$ cat src/rtl/lsu_pkg.sv
// -----------------------------------------------------------------------------
// lsu_pkg
// Shared definitions for the load/store memory stage:
//   - RV32 funct3 size/sign encodings used by loads and stores
//   - FSM state encoding for lsu_mem_stage
//   - size_to_wen    : funct3 -> SRAM byte write mask (0001 / 0011 / 1111)
//   - size_to_nbytes : funct3 -> access size in bytes (1 / 2 / 4)
// -----------------------------------------------------------------------------
package lsu_pkg;

    localparam logic [2:0] F3_B  = 3'b000;
    localparam logic [2:0] F3_H  = 3'b001;
    localparam logic [2:0] F3_W  = 3'b010;
    localparam logic [2:0] F3_BU = 3'b100;
    localparam logic [2:0] F3_HU = 3'b101;

    typedef enum logic [1:0] {
        IDLE   = 2'd0,
        ACCESS = 2'd1,
        RESP   = 2'd2
    } lsu_state_e;

    // Byte-lane mask for an access of the given size, LSB-aligned.
    // Unsigned codes map to the same width; illegal codes give no lanes.
    function automatic logic [3:0] size_to_wen(input logic [2:0] funct3);
        logic [3:0] wen;
        case (funct3)
            F3_B, F3_BU: wen = 4'b0001;
            F3_H, F3_HU: wen = 4'b0011;
            F3_W:        wen = 4'b1111;
            default:     wen = 4'b0000;
        endcase
        return wen;
    endfunction

    // Number of bytes touched by the access. Illegal codes return 1 so the
    // range check stays well defined; they fault on funct3 anyway.
    function automatic logic [2:0] size_to_nbytes(input logic [2:0] funct3);
        logic [2:0] nb;
        case (funct3)
            F3_B, F3_BU: nb = 3'd1;
            F3_H, F3_HU: nb = 3'd2;
            F3_W:        nb = 3'd4;
            default:     nb = 3'd1;
        endcase
        return nb;
    endfunction

endpackage

$ cat src/rtl/lsu_mem_stage_load_extend.sv
// -----------------------------------------------------------------------------
// load_extend
// Combinational sign/zero extension of raw SRAM read data for a load.
// Ports:
//   funct3   in  3     load size/sign code (B, H, W, BU, HU)
//   raw_data in  XLEN  SRAM read data, LSB-aligned
//   ext_data out XLEN  extended result (0 for illegal codes)
// -----------------------------------------------------------------------------
module load_extend
    import lsu_pkg::*;
#(
    parameter int XLEN = 32
) (
    input  logic [2:0]      funct3,
    input  logic [XLEN-1:0] raw_data,
    output logic [XLEN-1:0] ext_data
);

    // Select the extension for the requested load size.
    always_comb begin
        ext_data = {XLEN{1'b0}};
        case (funct3)
            F3_B:    ext_data = {{(XLEN-8){raw_data[7]}}, raw_data[7:0]};
            F3_BU:   ext_data = {{(XLEN-8){1'b0}}, raw_data[7:0]};
            F3_H:    ext_data = {{(XLEN-16){raw_data[15]}}, raw_data[15:0]};
            F3_HU:   ext_data = {{(XLEN-16){1'b0}}, raw_data[15:0]};
            F3_W:    ext_data = raw_data;
            default: ext_data = {XLEN{1'b0}};
        endcase
    end

endmodule

$ cat src/rtl/lsu_mem_stage.sv
// -----------------------------------------------------------------------------
// lsu_mem_stage
// Load/store stage in front of a byte-addressed data SRAM. Takes one request
// at a time from execute, performs a single-cycle SRAM access and returns a
// registered, extended response to writeback.
// Ports:
//   clk, rst_n                 clock, async active-low reset
//   req_valid/req_ready        request handshake from execute
//   req_we, req_funct3         store flag and RV32 size/sign code
//   req_addr, req_wdata        byte address, LSB-aligned store data
//   req_rd                     destination tag, echoed on rsp_rd
//   rsp_valid/rsp_ready        response handshake to writeback
//   rsp_rdata, rsp_rd, rsp_err extended load data, tag, access fault
//   sram_w_en                  byte write mask (nonzero only in ACCESS)
//   sram_address               SRAM byte address (held between accesses)
//   sram_write_data            SRAM write data (held between accesses)
//   sram_read_data             SRAM combinational read data
// -----------------------------------------------------------------------------
module lsu_mem_stage
    import lsu_pkg::*;
#(
    parameter int SRAM_AW = 16,
    parameter int XLEN    = 32
) (
    input  logic               clk,
    input  logic               rst_n,
    input  logic               req_valid,
    output logic               req_ready,
    input  logic               req_we,
    input  logic [2:0]         req_funct3,
    input  logic [XLEN-1:0]    req_addr,
    input  logic [XLEN-1:0]    req_wdata,
    input  logic [4:0]         req_rd,
    output logic               rsp_valid,
    input  logic               rsp_ready,
    output logic [XLEN-1:0]    rsp_rdata,
    output logic [4:0]         rsp_rd,
    output logic               rsp_err,
    output logic [3:0]         sram_w_en,
    output logic [SRAM_AW-1:0] sram_address,
    output logic [XLEN-1:0]    sram_write_data,
    input  logic [XLEN-1:0]    sram_read_data
);

    lsu_state_e      state_r;
    logic            we_r;
    logic [2:0]      funct3_r;
    logic [4:0]      rd_r;

    logic            accept_s;
    logic            bad_f3_s;
    logic            bad_store_s;
    logic            hi_nz_s;
    logic            wrap_s;
    logic            fault_s;
    logic [2:0]      nbytes_s;
    logic [SRAM_AW:0] end_addr_s;
    logic [XLEN-1:0] ext_data_s;

    // Ready while idle, or while the held response is being consumed this
    // cycle; this keeps a combinational path from rsp_ready to req_ready so
    // back-to-back requests need no bubble.
    assign req_ready = (state_r == IDLE) || ((state_r == RESP) && rsp_ready);
    assign accept_s  = req_valid && req_ready;

    // Fault classification of the incoming request.
    always_comb begin
        bad_f3_s = 1'b1;
        case (req_funct3)
            F3_B, F3_H, F3_W, F3_BU, F3_HU: bad_f3_s = 1'b0;
            default:                        bad_f3_s = 1'b1;
        endcase
        bad_store_s = req_we && ((req_funct3 == F3_BU) || (req_funct3 == F3_HU));
        hi_nz_s     = |req_addr[XLEN-1:SRAM_AW];
        nbytes_s    = size_to_nbytes(req_funct3);
        // Last byte address computed one bit wider: a carry into the top bit
        // means the access would wrap past the end of the SRAM.
        end_addr_s  = {1'b0, req_addr[SRAM_AW-1:0]}
                    + {{(SRAM_AW-2){1'b0}}, nbytes_s}
                    - {{SRAM_AW{1'b0}}, 1'b1};
        wrap_s      = end_addr_s[SRAM_AW];
        fault_s     = bad_f3_s || bad_store_s || hi_nz_s || wrap_s;
    end

    load_extend #(
        .XLEN (XLEN)
    ) u_load_extend (
        .funct3   (funct3_r),
        .raw_data (sram_read_data),
        .ext_data (ext_data_s)
    );

    // Request/response FSM with all SRAM-side and response outputs registered.
    always_ff @(posedge clk or negedge rst_n) begin
        if (!rst_n) begin
            state_r         <= IDLE;
            we_r            <= 1'b0;
            funct3_r        <= 3'b000;
            rd_r            <= 5'd0;
            rsp_valid       <= 1'b0;
            rsp_rdata       <= {XLEN{1'b0}};
            rsp_rd          <= 5'd0;
            rsp_err         <= 1'b0;
            sram_w_en       <= 4'b0000;
            sram_address    <= {SRAM_AW{1'b0}};
            sram_write_data <= {XLEN{1'b0}};
        end else begin
            case (state_r)
                ACCESS: begin
                    // Store commits in the SRAM on this edge; loads capture here.
                    sram_w_en <= 4'b0000;
                    rsp_rdata <= we_r ? {XLEN{1'b0}} : ext_data_s;
                    rsp_rd    <= rd_r;
                    rsp_err   <= 1'b0;
                    rsp_valid <= 1'b1;
                    state_r   <= RESP;
                end
                IDLE, RESP: begin
                    if (accept_s) begin
                        we_r     <= req_we;
                        funct3_r <= req_funct3;
                        rd_r     <= req_rd;
                        if (fault_s) begin
                            // Faulting requests never reach the SRAM; the
                            // address/data lines keep their previous values.
                            sram_w_en <= 4'b0000;
                            rsp_rdata <= {XLEN{1'b0}};
                            rsp_rd    <= req_rd;
                            rsp_err   <= 1'b1;
                            rsp_valid <= 1'b1;
                            state_r   <= RESP;
                        end else begin
                            sram_w_en       <= req_we ? size_to_wen(req_funct3) : 4'b0000;
                            sram_address    <= req_addr[SRAM_AW-1:0];
                            sram_write_data <= req_wdata;
                            rsp_err         <= 1'b0;
                            rsp_valid       <= 1'b0;
                            state_r         <= ACCESS;
                        end
                    end else if ((state_r == RESP) && rsp_ready) begin
                        rsp_valid <= 1'b0;
                        sram_w_en <= 4'b0000;
                        state_r   <= IDLE;
                    end else begin
                        // Hold the response (or stay idle) until consumed.
                        sram_w_en <= 4'b0000;
                        state_r   <= state_r;
                    end
                end
                default: begin
                    sram_w_en <= 4'b0000;
                    rsp_valid <= 1'b0;
                    state_r   <= IDLE;
                end
            endcase
        end
    end

endmodule
$ cat config.mk
export PLATFORM = sky130hd
export DESIGN_NAME = lsu_mem_stage
export DESIGN_NICKNAME = d
export VERILOG_FILES = /design/src/rtl/lsu_pkg.sv /design/src/rtl/lsu_mem_stage_load_extend.sv /design/src/rtl/lsu_mem_stage.sv
export SDC_FILE = /design/constraint.sdc
export NUM_CORES = 1
export LEC_CHECK = 0
export ABC_CLOCK_PERIOD_IN_PS = 2500
export CAP_MARGIN = 20
export CELL_PAD_IN_SITES_DETAIL_PLACEMENT = 1
export CELL_PAD_IN_SITES_GLOBAL_PLACEMENT = 1
export CORE_MARGIN = 1
export CORE_UTILIZATION = 33
export CTS_CLUSTER_SIZE = 16
export DETAILED_ROUTE_END_ITERATION = 10
export HOLD_SLACK_MARGIN = 0.1
export PLACE_DENSITY_LB_ADDON = 0.1
export SETUP_SLACK_MARGIN = 0.05
export SYNTH_ARGS = -nofsm -noshare
export SYNTH_HDL_FRONTEND = slang
export SYNTH_SLANG_ARGS = --single-unit
$ cat constraint.sdc
create_clock -name clk -period 2.5 [get_ports clk]
set_input_delay 0.375 -clock clk [delete_from_list [all_inputs] [get_ports clk]]
set_output_delay 0.375 -clock clk [all_outputs]
set_load 0.03 [all_outputs]
==> summary.md, run 1 <==
| Metric | Value |
|---|---|
| Run status | finished with violations |
| Failing checks | setup timing |
| Count of unresolved DRC violations after routing | 0 |
| Via-per-instance ratio | 5.13 |
| Largest net degree at the start of global routing | 82 |
| Detailed Place HPWL | 11,700 um |
| Die area | 15,400 um^2 |
| Proportion of power drawn by combinational gates | 19.2% |
| Wire length per cell after detailed routing | 20.8 um |
| Skew final | 8.16 ps |
| Dominant cell by count in the synthesized netlist | dfrtp_1 |
| Synthesized netlist net count | 564 |
| Synth Area per Inst | 11.2 um^2 |
| Root Buffer Master | clkbuf_16 |
| Via count | 4,457 |
| Number of CTS-inserted buffers | 9 |
| Floorplan die height | 124 um |
| Synthesized area | 4930 um^2 |
| Number of enable-type register cells in the synthesized netlist | 0 |
| Setup slack of the worst register-to-register path | 260 ps |
| Overflow after GRT | 0 |
| Number of top-level pins | 201 |
| Flip-flop cell with the highest count after synthesis | dfrtp_1 |
| Clk sink count | 100 |
| Synthesis Warnings | 0 |
| Fill count | 1,478 |
| RR Startpoint | funct3_r[0]$_DFFE_PN0P_ |
| Number of antenna-violating nets in the routed design | 0 |
| Critical path required time | 2730 ps |
| H-Tree Level Count | 3 |
| Top area cells in the synthesized netlist | dfrtp_1 (51%), mux2_4 (9.1%), nand2_1 (4.2%) |
| Final worst-path setup slack | -294 ps |
| Unrepaired setup endpoints after global routing | yes |
| Number of standard-cell rows in the floorplan | 44 |
| Biggest area consumer among synthesized cells | dfrtp_1 |
| Endpoint of the lowest-slack register-to-register path | rsp_rdata[24]$_DFFE_PN0P_ |
| Vias in the first global route | 4,927 |
| Number of cells traversed by the worst register-to-register path | 5 |
| Final setup violating endpoints | 91 |
| Crit path max fanout | 8 |
| First drt pass iteration count | 4 |
| Switching power summed over all nets | 1.04 mW |
| Initial Util | 33.9% |
| Wire length of the first global-routing pass | 28,600 um |
| Post-synthesis to final-layout area growth | 74.8% |
| CTS tree | done |
| Summed negative setup slack over all endpoints | -17,270 ps |
| Share of synthesized registers carrying an async set or reset | 100% |
| Overall track demand over capacity in global routing | 23.8% |
| Final critical-path share of the clock period | 112% |
| Transition time at the pin with the least slew margin | 705 ps |
| Top post-synthesis cells by count | dfrtp_1 (100), nand2_1 (55), inv_1 (49) |
| Number of diodes | 0 |
| Sum of internal, switching and leakage power | 3.75 mW |
| Internal power contribution | 2.72 mW |
| Net Sw Frac | 27.6% |
| Hold Vio Cnt, Final | 0 |
| Proportion of power drawn by flip-flops and latches | 44.8% |
| Minimum period implied by the final worst setup slack | 2790 ps |
| Arrival time of the worst setup path | 3030 ps |
| Cells after Synth | 439 |
| Highest Clock Rate | 358 MHz |
| Class of the most critical hold timing path | in -> reg |
| Final RePlAce weighted congestion | 0.829 |
| Total area of sequential cells | 2500 um^2 |
| CP Class | in -> reg |
| Count of different cell masters after synthesis | 46 |
| 1st-iter DRT viols | 172 |
| CP Capture Type | flop |
| Number of buffers added on ports | 200 |
| Crit path launch | req_funct3[0] |
| Max-cap violations | 0 |
| Area occupied by multi-input gates | 2690 um^2 |
| Sort of element at the start of the critical path | primary input |
| Share of power burned in the clock network | 36.0% |
| Antenna violations before repair | 0 |
| Max-slew violation count | 0 |
| Total core area | 14,500 um^2 |
| Critical path endpoint | sram_write_data[18]$_DFFE_PN0P_ |
| Relative max-transition margin | 53.0% |
| Clock network latency to the later pin of the worst-skew pair | 350 ps |
| Longest Clk Path Bufs | 2 |
| Leakage power total | 3.62 nW |
| Power per standard cell area | 436 nW/um^2 |
| Sequential cell area fraction in the yosys report | 50.8% |
| Clk slew on worst S/H paths | 70 ps |
| Chip width | 124 um |
| Fraction of synthesized cell area taken by the top area cell type | 50.8% |
| IR drop worst, VDD | 0.000446 V |
| Flip-flop and latch count after synthesis | 100 |
| Ratio of cells with drive above 1 in the final layout | 26.9% |
| Final layout net count | 805 |
| Final Routed Wirelength | 18,100 um |
-- logic make-up (layout without fill, tap and decap cells) --
| family | Yosys count | after routing | share of synthesized area (%) |
|---|---|---|---|
| AO/OA/AOI/OAI | 96 | 96 | 13.8 |
| flip-flops | 100 | 100 | 50.8 |
| buffers and inverters | 74 | 320 | 7.34 |
| adder cells (fa/ha/maj) | 16 | 16 | 4.06 |
| multiplexers | 54 | 54 | 14.4 |
| AND/OR/NAND/NOR | 99 | 99 | 9.64 |
-- layout make-up --
| type | instances | share of cell area [%] |
|---|---|---|
| well taps | 184 | 2.67 |
| repair buffers | 255 | 31.7 |
| clock buffers | 10 | 2.77 |
| clock inverters | 6 | 0.450 |
| inverters | 49 | 2.16 |
| flip-flops and latches | 100 | 29.0 |
| multi-input cells | 265 | 31.2 |
-- flip-flops by register name, summed over array words and instances, names as in the netlist, 3 cells and up --
name and count:
funct3_r 3, rd_r 5, sram_write_data 32, rsp_rdata 32, sram_w_en 3, sram_address 16
rsp_rd 5
-- stage by stage --
step	cells	area, um^2	hold slack [ps]	setup WS, ps	utilization (%)
after floorplan	439	4960	79.4	-323	-
after global placement	834	7360	273	-948	50.7
after detailed placement	834	7360	290	-1050	50.7
after CTS	869	8500	344	-249	58.5
after global routing	869	8620	366	-348	59.3
final	869	8620	372	-294	59.3
-- cell usage in the layout (no fill, tap or decap), types with 3 or more instances in the layout --
| cell | n |
|---|---|
| clkdlybuf4s50_1 | 193 |
| dfrtp_1 | 100 |
| nand2_1 | 54 |
| mux2_4 | 47 |
| inv_1 | 46 |
| a21oi_1 | 34 |
| buf_4 | 28 |
| o31ai_4 | 16 |
| ha_1 | 14 |
| buf_12 | 11 |
| clkbuf_16 | 10 |
| or3_1 | 8 |
| buf_6 | 8 |
| mux2i_1 | 7 |
| o32ai_2 | 6 |
| nand4_1 | 5 |
| nand3_1 | 5 |
| o32a_1 | 5 |
| buf_16 | 5 |
| buf_8 | 5 |
| o21ai_0 | 4 |
| a211o_1 | 4 |
| o22ai_4 | 4 |
| o32ai_4 | 4 |
| nor4_1 | 3 |
| nor2_1 | 3 |
| clkinv_2 | 3 |
-- worst min path at each step --
| stage | startpoint | to | depth (start not counted) | slack (ps) |
|---|---|---|---|---|
| final | req_funct3[2] | funct3_r[2]$_DFFE_PN0P_ | 4 | 370 |
| after global routing | req_funct3[2] | funct3_r[2]$_DFFE_PN0P_ | 4 | 370 |
| after CTS | req_funct3[0] | funct3_r[0]$_DFFE_PN0P_ | 4 | 340 |
| after detailed placement | rst_n | rsp_rdata[8]$_DFFE_PN0P_ | 1 | 290 |
| after global placement | rst_n | rsp_rdata[8]$_DFFE_PN0P_ | 1 | 270 |
| after floorplan | rst_n | funct3_r[0]$_DFFE_PN0P_ | 0 | 80 |
-- repair_timing --
| action | 4_1_cts | 5_1_grt |
|---|---|---|
| gates cloned | 8 | 1 |
| setup endpoints to repair | 91 | 91 |
| endpoints found under the hold margin | 19 | 0 |
| pin swaps | 11 | 12 |
| gates resized for setup | 112 | 24 |
| setup buffers | 10 | 5 |
| hold buffers | 1 | 0 |
-- worst max-delay path: stages --
cell and delay [ps]:
buf_8 100, or3b_4 430, ha_4 290, inv_4 30, ha_4 140, a211o_1 290, a21oi_2 180, a211o_1 200
nand2_2 90, o21ai_4 180, buf_6 160, buf_12 120, buf_16 130, mux2_4 310
-- power by group through the flow --
stage / Combinational, mW / Clock, mW / Sequential [mW]
detailed placement: 0.599 / 0 / 1.71
global route: 0.776 / 1.44 / 1.68
finish: 0.720 / 1.35 / 1.68
CTS: 0.691 / 1.40 / 1.68
global placement: 0.581 / 0 / 1.71
floorplan: 0.223 / 0 / 1.73
-- routing by layer --
| layer | wire [um] | vias up | global-route usage [%] |
|---|---|---|---|
| met3 | 695 | 20 | 5.17 |
| met4 | 273 | 0 | 6.02 |
| li1 | - | 2034 | - |
| met1 | 7840 | 2267 | 30.0 |
| met5 | 0 | - | 0 |
| met2 | 9270 | 136 | 41.0 |
Note: power is estimated with default switching activity, not from simulation.
==> run 2: changes to the inputs <==
--- a/config.mk
+++ b/config.mk
@@ -9,7 +9,6 @@
 export CAP_MARGIN = 20
 export CELL_PAD_IN_SITES_DETAIL_PLACEMENT = 1
 export CELL_PAD_IN_SITES_GLOBAL_PLACEMENT = 1
-export CORE_MARGIN = 1
 export CORE_UTILIZATION = 33
 export CTS_CLUSTER_SIZE = 16
 export DETAILED_ROUTE_END_ITERATION = 10
==> results of run 2 <==
Same layout as run 1: the final DEF is identical, and so are final timing and power.
